**src/rtl/ps2_scan_rx.sv**
```systemverilog
// PS/2 keyboard receiver: pin synchroniser, KCLK deglitch filter, 11-bit frame FSM with
// parity/stop/timeout checks, E0/F0 prefix folding and a show-ahead code FIFO.
// "release" is a reserved word, so the break-flag output is named key_release.
module ps2_scan_rx #(
  parameter int SYNC_STAGES    = 2,
  parameter int FILTER_LEN     = 4,
  parameter int TIMEOUT_CYCLES = 100000,
  parameter int FIFO_DEPTH     = 4
) (
  input  logic       CLK,
  input  logic       RESET,
  input  logic       KCLK,
  input  logic       KDATA,
  input  logic       rd_en,
  output logic       valid,
  output logic [7:0] code,
  output logic       extended,
  output logic       key_release,
  output logic       frame_err,
  output logic       overflow
);

  localparam int FCW = $clog2(FILTER_LEN + 1);
  localparam int TCW = $clog2(TIMEOUT_CYCLES + 1);
  localparam int PW  = (FIFO_DEPTH > 1) ? $clog2(FIFO_DEPTH) : 1;
  localparam int CW  = $clog2(FIFO_DEPTH + 1);

  typedef enum logic [1:0] {
    S_IDLE,
    S_DATA,
    S_PARITY,
    S_STOP
  } state_t;

  typedef struct packed {
    logic       ext;
    logic       brk;
    logic [7:0] code;
  } entry_t;

  // ---------------------------------------------------------------------------
  // Pin synchronisers; reset to the idle-high level so no false edge follows reset
  // ---------------------------------------------------------------------------
  logic [SYNC_STAGES-1:0] kclk_sync_q;
  logic [SYNC_STAGES-1:0] kdata_sync_q;
  logic                   kclk_s;
  logic                   kdata_s;

  // NOTE: sequential state uses non-blocking assignments so every register samples
  // the pre-edge value of its neighbours, independent of statement order.
  always_ff @(posedge CLK) begin
    if (RESET) begin
      kclk_sync_q  <= '1;
      kdata_sync_q <= '1;
    end else begin
      kclk_sync_q  <= {kclk_sync_q[SYNC_STAGES-2:0], KCLK};
      kdata_sync_q <= {kdata_sync_q[SYNC_STAGES-2:0], KDATA};
    end
  end

  assign kclk_s  = kclk_sync_q[SYNC_STAGES-1];
  assign kdata_s = kdata_sync_q[SYNC_STAGES-1];

  // ---------------------------------------------------------------------------
  // KCLK deglitch: flip only after FILTER_LEN consecutive differing samples
  // ---------------------------------------------------------------------------
  logic           kclk_filt_q;
  logic [FCW-1:0] filt_cnt_q;
  logic           filt_flip;
  logic           fe;

  assign filt_flip = (kclk_s != kclk_filt_q) && (filt_cnt_q == FCW'(FILTER_LEN - 1));
  assign fe        = filt_flip && kclk_filt_q;

  always_ff @(posedge CLK) begin
    if (RESET) begin
      kclk_filt_q <= 1'b1;
      filt_cnt_q  <= '0;
    end else if (kclk_s == kclk_filt_q) begin
      filt_cnt_q <= '0;
    end else if (filt_flip) begin
      kclk_filt_q <= ~kclk_filt_q;
      filt_cnt_q  <= '0;
    end else begin
      filt_cnt_q <= filt_cnt_q + 1'b1;
    end
  end

  // ---------------------------------------------------------------------------
  // Frame FSM with timeout and prefix folding
  // ---------------------------------------------------------------------------
  state_t         state_q;
  logic [2:0]     bit_cnt_q;
  logic [7:0]     shift_q;
  logic           parity_q;
  logic [TCW-1:0] tmo_cnt_q;
  logic           ext_q;
  logic           brk_q;
  logic           frame_err_q;
  logic           push_q;
  entry_t         push_entry_q;
  logic           frame_good;

  assign frame_good = kdata_s && (^{shift_q, parity_q});

  always_ff @(posedge CLK) begin
    if (RESET) begin
      state_q      <= S_IDLE;
      bit_cnt_q    <= '0;
      shift_q      <= '0;
      parity_q     <= 1'b0;
      tmo_cnt_q    <= '0;
      ext_q        <= 1'b0;
      brk_q        <= 1'b0;
      frame_err_q  <= 1'b0;
      push_q       <= 1'b0;
      push_entry_q <= '0;
    end else begin
      frame_err_q <= 1'b0;
      push_q      <= 1'b0;

      if (fe || state_q == S_IDLE) tmo_cnt_q <= '0;
      else                         tmo_cnt_q <= tmo_cnt_q + 1'b1;

      if (fe) begin
        unique case (state_q)
          S_IDLE: begin
            if (!kdata_s) begin
              state_q   <= S_DATA;
              bit_cnt_q <= '0;
            end
          end
          S_DATA: begin
            shift_q   <= {kdata_s, shift_q[7:1]};
            bit_cnt_q <= bit_cnt_q + 3'd1;
            if (bit_cnt_q == 3'd7) state_q <= S_PARITY;
          end
          S_PARITY: begin
            parity_q <= kdata_s;
            state_q  <= S_STOP;
          end
          S_STOP: begin
            state_q <= S_IDLE;
            if (!frame_good) begin
              frame_err_q <= 1'b1;
              ext_q       <= 1'b0;
              brk_q       <= 1'b0;
            end else if (shift_q == 8'hE0) begin
              ext_q <= 1'b1;
            end else if (shift_q == 8'hF0) begin
              brk_q <= 1'b1;
            end else begin
              push_q       <= 1'b1;
              push_entry_q <= '{ext: ext_q, brk: brk_q, code: shift_q};
              ext_q        <= 1'b0;
              brk_q        <= 1'b0;
            end
          end
          default: state_q <= S_IDLE;
        endcase
      end else if (state_q != S_IDLE && tmo_cnt_q == TCW'(TIMEOUT_CYCLES - 1)) begin
        // Device stalled mid-frame: abandon it and any pending prefix
        state_q     <= S_IDLE;
        frame_err_q <= 1'b1;
        ext_q       <= 1'b0;
        brk_q       <= 1'b0;
      end
    end
  end

  // ---------------------------------------------------------------------------
  // Show-ahead code FIFO
  // ---------------------------------------------------------------------------
  entry_t        mem_q [FIFO_DEPTH];
  logic [PW-1:0] wr_ptr_q;
  logic [PW-1:0] rd_ptr_q;
  logic [CW-1:0] count_q;
  logic [CW-1:0] count_d;
  logic          overflow_q;
  logic          empty;
  logic          full;
  logic          pop;
  logic          push_ok;
  entry_t        head;

  assign empty   = (count_q == '0);
  assign full    = (count_q == CW'(FIFO_DEPTH));
  assign pop     = rd_en && !empty;
  assign push_ok = push_q && (!full || pop);

  // NOTE: every variable written in always_comb gets a default first, so no
  // path leaves it unassigned and no latch is inferred.
  always_comb begin
    count_d = count_q;
    unique case ({push_ok, pop})
      2'b10:   count_d = count_q + 1'b1;
      2'b01:   count_d = count_q - 1'b1;
      default: count_d = count_q;
    endcase
  end

  // NOTE: storage is deliberately not reset; count/pointers define validity and
  // the outputs are gated with valid, so stale contents are never visible.
  always_ff @(posedge CLK) begin
    if (push_ok) mem_q[wr_ptr_q] <= push_entry_q;
  end

  always_ff @(posedge CLK) begin
    if (RESET) begin
      wr_ptr_q   <= '0;
      rd_ptr_q   <= '0;
      count_q    <= '0;
      overflow_q <= 1'b0;
    end else begin
      count_q <= count_d;
      if (push_ok) wr_ptr_q <= (wr_ptr_q == PW'(FIFO_DEPTH - 1)) ? '0 : wr_ptr_q + 1'b1;
      if (pop)     rd_ptr_q <= (rd_ptr_q == PW'(FIFO_DEPTH - 1)) ? '0 : rd_ptr_q + 1'b1;
      if (push_q && !push_ok) overflow_q <= 1'b1;
    end
  end

  assign head        = mem_q[rd_ptr_q];
  assign valid       = !empty;
  assign code        = valid ? head.code : 8'h00;
  assign extended    = valid && head.ext;
  assign key_release = valid && head.brk;
  assign frame_err   = frame_err_q;
  assign overflow    = overflow_q;

endmodule
```
**config.mk**
```make
export PLATFORM = sky130hd
export DESIGN_NAME = ps2_scan_rx
export DESIGN_NICKNAME = d
export VERILOG_FILES = /design/src/rtl/ps2_scan_rx.sv
export SDC_FILE = /design/constraint.sdc
export NUM_CORES = 1
export LEC_CHECK = 0
export ABC_CLOCK_PERIOD_IN_PS = 4000
export BUFFER_PORTS_ARGS = -buffer_cell sky130_fd_sc_hd__buf_2
export CAP_MARGIN = 20
export CELL_PAD_IN_SITES_DETAIL_PLACEMENT = 1
export CELL_PAD_IN_SITES_GLOBAL_PLACEMENT = 2
export CORE_AREA = 4 4 104 106
export DETAILED_ROUTE_END_ITERATION = 10
export DIE_AREA = 0 0 108 110
export PLACE_DENSITY = 0.86
export RECOVER_POWER = 100
export SLEW_MARGIN = 25
export SYNTH_ARGS = -nofsm -noshare
export SYNTH_HDL_FRONTEND = slang
export SYNTH_SLANG_ARGS = --single-unit
```
**constraint.sdc**
```tcl
create_clock -name CLK -period 4 [get_ports CLK]
set_input_delay 0.6 -clock CLK [delete_from_list [all_inputs] [get_ports CLK]]
set_output_delay 0.6 -clock CLK [all_outputs]
set_load 0.01 [all_outputs]
```
==> results by stage <==
Run status:
- The flow ran to the end, and the final reports show no timing, DRC or antenna violations.

Synthesis:
- Ranked by total cell area, the synthesized netlist is headed by dfxtp_1 29%, edfxtp_1 27%, mux4_2 5.1%, ha_1 4.3%, nor2_1 3.5%.
- The dominant combinational cell family by area after synthesis is simple AND/OR/NAND/NOR gates.
- The post-synthesis async set-or-reset flop share is 0%.
- The synthesized netlist devotes 18.05% of its cell area to simple gates.
- The total of warnings raised by yosys is 0.
- Of the total synthesized cell area, the portion taken by full adders, half adders and majority gates is 4.727%.
- The number of nets handed over by synthesis was 407.
- Dividing the synthesized area by the synthesized cell count gives about 11 um^2.
- The commonest cells after synthesis are 63 x dfxtp_1, 41 x nor2_1, 40 x edfxtp_1, 31 x nand2_1, 22 x a21oi_1.
- The number of synthesized flops with an enable pin is 40.
- Yosys mapped the design onto 43 distinct sky130hd cell types.
- The largest area contributor in the synthesized netlist is dfxtp_1.
- The area share of the leading cell type in the synthesized netlist is ~29%.
- The most frequent cell after synthesis is dfxtp_1.
- For this run, the leading register cell type out of synthesis is dfxtp_1.
- The fraction of the mapped netlist area in compound gates is 5.040%.
- The area share of xor/xnor cells in the synthesized design is 5.467%.
- After synthesis, the share of cell area in mux cells is 8.115%.
- After technology mapping, the gate count stands at 386.
- The sequential fraction of the synthesis area is 56.04%.
- The total standard cell area after synthesis is 0.004394 mm^2.
- The number of synthesized register bits is 103.

Worst setup path:
- The worst register-to-register path ends at push_entry_q[5]$_SDFFE_PP0P_.
- The kind of start point of the critical path is a flop.
- In this run the worst path has a maximum fanout of 13.
- The worst flop-to-flop path startpoint is filt_cnt_q[0]$_SDFF_PP0_.
- The slack of the worst reg-to-reg path is 1.27 ns.
- Counting cells, the worst reg-to-reg path comes to 8.
- For the worst setup path, the data required time is about 4.3 ns.
- The type of the setup path with the least slack is reg2reg.
- The sort of element at the end of the critical path is a flop.
- The arrival time of the worst setup path is around 3.0 ns.

Routing:
- The post-detailed-route count of antenna-violating nets is 0.
- For this block, the routed nets add up to 7713 um of wire.
- The detailed router put a total of 3725 um of wire on met1.
- The routed layout has roughly 2700 vias.
- The sum of met3 wire segment lengths after detailed routing is roughly 150 um.
- After detailed routing, the average wire length per cell comes to 14.34 um.
- The top layer reached by signal wires is met4.
- The detailed-router iteration count before antenna repair is 4.
- Detailed routing placed a total of 3742 um of wire on met2.
- The post-detailed-route via-to-cell ratio is roughly 5.
- The number of remaining DRC errors is 0.
- The iteration-0 DRC count of the detailed router is 132.

Min path:
- The worst hold path class is reg2reg.
- The cell depth of the worst hold path is 1.
- The start point of the worst min-delay path is kdata_sync_q[0]$_SDFF_PP1_.
- For hold timing, the worst endpoint is kdata_sync_q[1]$_SDFF_PP1_.

Timing:
- The count of final hold-check violations came to 0.
- The total of endpoints with negative setup slack in the final report is 0.
- Setup repair after global routing left no endpoint under its margin.
- The final clock period utilization by the worst path is between 60 and 70%.
- The slew of the pin with the lowest slew margin is 1.214 ns.
- The smallest hold slack is 0.4188 ns.
- The highest achievable clock rate is 0.3663 GHz.
- Setup total negative slack on the finished layout was measured at 0 ns.
- The final-report max-slew violation count came to 0.
- In this run the tightest slew margin relative to its limit is 19.10%.
- Subtracting the final worst setup slack from the clock period gives between 2 and 3 ns.
- Across the routed clock network, the largest skew measured is 0.01471 ns.

Clocking:
- Clock-pin slew was measured on the worst setup and hold paths at 0.10 ns.
- The worst-skew pair later-pin latency is 0.37 ns.
- The post-cts gate resize count is 0.
- The maximum root-to-sink buffer count is 2.
- The root cell of the clock tree is clkbuf_8.
- TritonCTS built the clock tree.
- Counting the buffers created by CTS gives 9.
- The clock net in this run drives a total of just over 100 sinks.
- The H-tree level count is 3.
- Post-CTS timing repair inserted 0 buffers for setup.
- After clock tree synthesis, the flow added hold-fix buffers numbering 0.

Die:
- The I/O pin count is 18.
- The floorplan die area is approximately 0.012 mm^2.
- The die outline width is 108 um.
- The floorplan step defined a core boundary enclosing 0.009774 mm^2.
- From bottom edge to top edge, the die measures 110 um.
- The effective utilization at floorplan is around 45%.
- The site row count is 36.

Placement:
- The congestion estimate from routability-driven global placement came to 0.7356.
- The HPWL after detailed placement is 5409 um.
- Including well taps, the total number of placed cells is 522.
- The count of input and output buffers is 17.

Job:
- The max-cap check violation count is 0.

Pwr:
- VDD sags by at most about 0.18 mV.
- In this run the static leakage power is 1.693 nW.
- The power per cell area is approximately 360 mW/mm^2.
- The final total power is between 0.0015 and 0.002 W.

Global route:
- The global-route wire length before repair is 13340 um.
- The initial antenna violation count is 0.
- The via count of the first global-routing pass is 2732.
- Global routing finished with a remaining overflow of 0.
- The pin count of the biggest net entering global routing is 33.
- The total global routing track utilization is 14.28%.

Layout:
- The post-layout instance count excluding filler cells is 538.
- The final net count is about 420.
- The signed area change from the synthesized netlist to the final layout is 7.973%.
- The final design utilization is 48.54%.
- The layout filler cell count is 1089.
- 0 antenna diodes ended up in the layout.
- The share of cells above drive strength 1 is 9.383%.
-- final cells by class --
type                       count  area [um^2]  share of cell area [%]
timing repair buffer          18        73.82                   1.556
sequential                   103         2462                   51.90
multi-input combinational    255         1813                   38.21
clock buffer                  10        127.6                   2.690
inverter                      13        48.80                   1.028
tap                          133        166.4                   3.507
clock inverter                 6        52.55                   1.108
-- worst max path at each step --
stage                                         from                      endpoint  slack (ns)  cells past startpoint
after floorplan                              rd_en       count_q[2]$_SDFFE_PP0P_        1.63                      9
after global placement    filt_cnt_q[0]$_SDFF_PP0_  push_entry_q[9]$_SDFFE_PP0P_        1.39                      8
after detailed placement  filt_cnt_q[0]$_SDFF_PP0_  push_entry_q[2]$_SDFFE_PP0P_        1.25                      8
after CTS                 filt_cnt_q[0]$_SDFF_PP0_  push_entry_q[2]$_SDFFE_PP0P_        1.24                      8
after global routing      filt_cnt_q[0]$_SDFF_PP0_  push_entry_q[2]$_SDFFE_PP0P_        0.93                      8
final                     filt_cnt_q[0]$_SDFF_PP0_  push_entry_q[5]$_SDFFE_PP0P_        1.27                      8
-- critical path, cell delays in order (launching register included) --
cell and delay, ns:
dfxtp_1 0.35, ha_1 0.15, ha_1 0.19, and3b_1 0.43, nand4b_1 0.20, or2_0 0.26, o211ai_1 0.17, nand4_1 0.56
mux2i_1 0.34
-- where the power goes --
group / total [W] / internal (W) / leakage [nW] / switching, W
Clock: 0.000613 / 0.000240 / 0.0941 / 0.000373
Sequential: 0.00108 / 0.00108 / 0.924 / 0.00000136
Combinational: 0.0000141 / 0.00000566 / 0.674 / 0.00000846
Total: 0.00171 / 0.00133 / 1.69 / 0.000383
-- layout by cell type (no fill, tap or decap), types with 9 or more instances in the layout --
master    instances
dfxtp_1          63
nand2b_1         21
nand3_1          10
clkbuf_8          9
clkbuf_1         14
mux4_2           10
mux2i_1          12
a21oi_1          22
nor2_1           41
edfxtp_1         40
xnor2_1          10
ha_1             15
inv_1            13
xor2_1           12
nand2_1          31
-- metrics by stage --
step	worst slack, ns	cell area, um^2
2_1_floorplan	1.633	4394
4_1_cts	1.240	4770
3_3_place_gp	1.392	4589
3_5_place_dp	1.253	4589
6_report	1.270	4745
5_1_grt	0.9320	4745
-- cells by family (layout without fill, tap and decap cells) --
group	after synthesis	after routing
AOI/OAI and AO/OA	37	37
xor gates and xnor gates	24	24
adders and majority gates	16	16
buffers and inverters	28	47
DFF	103	103
muxes	23	23
and+or+nand+nor	155	155
-- metal layers --
metal  track usage [%]  up-vias
li1                  -     1375
met1             19.04     1297
met2             23.62       21
met3             2.271        9
met4             5.410        0
met5                 0        -
-- registers in the layout, indices dropped and copies added (netlist names), 2 cells and up, named ones only --
name / cells
mem_q: 40
tmo_cnt_q: 17
push_entry_q: 10
shift_q: 8
bit_cnt_q: 3
count_q: 3
filt_cnt_q: 3
kclk_sync_q: 2
kdata_sync_q: 2
rd_ptr_q: 2
state_q: 2
wr_ptr_q: 2
Note: power is estimated with default switching activity, not from simulation.
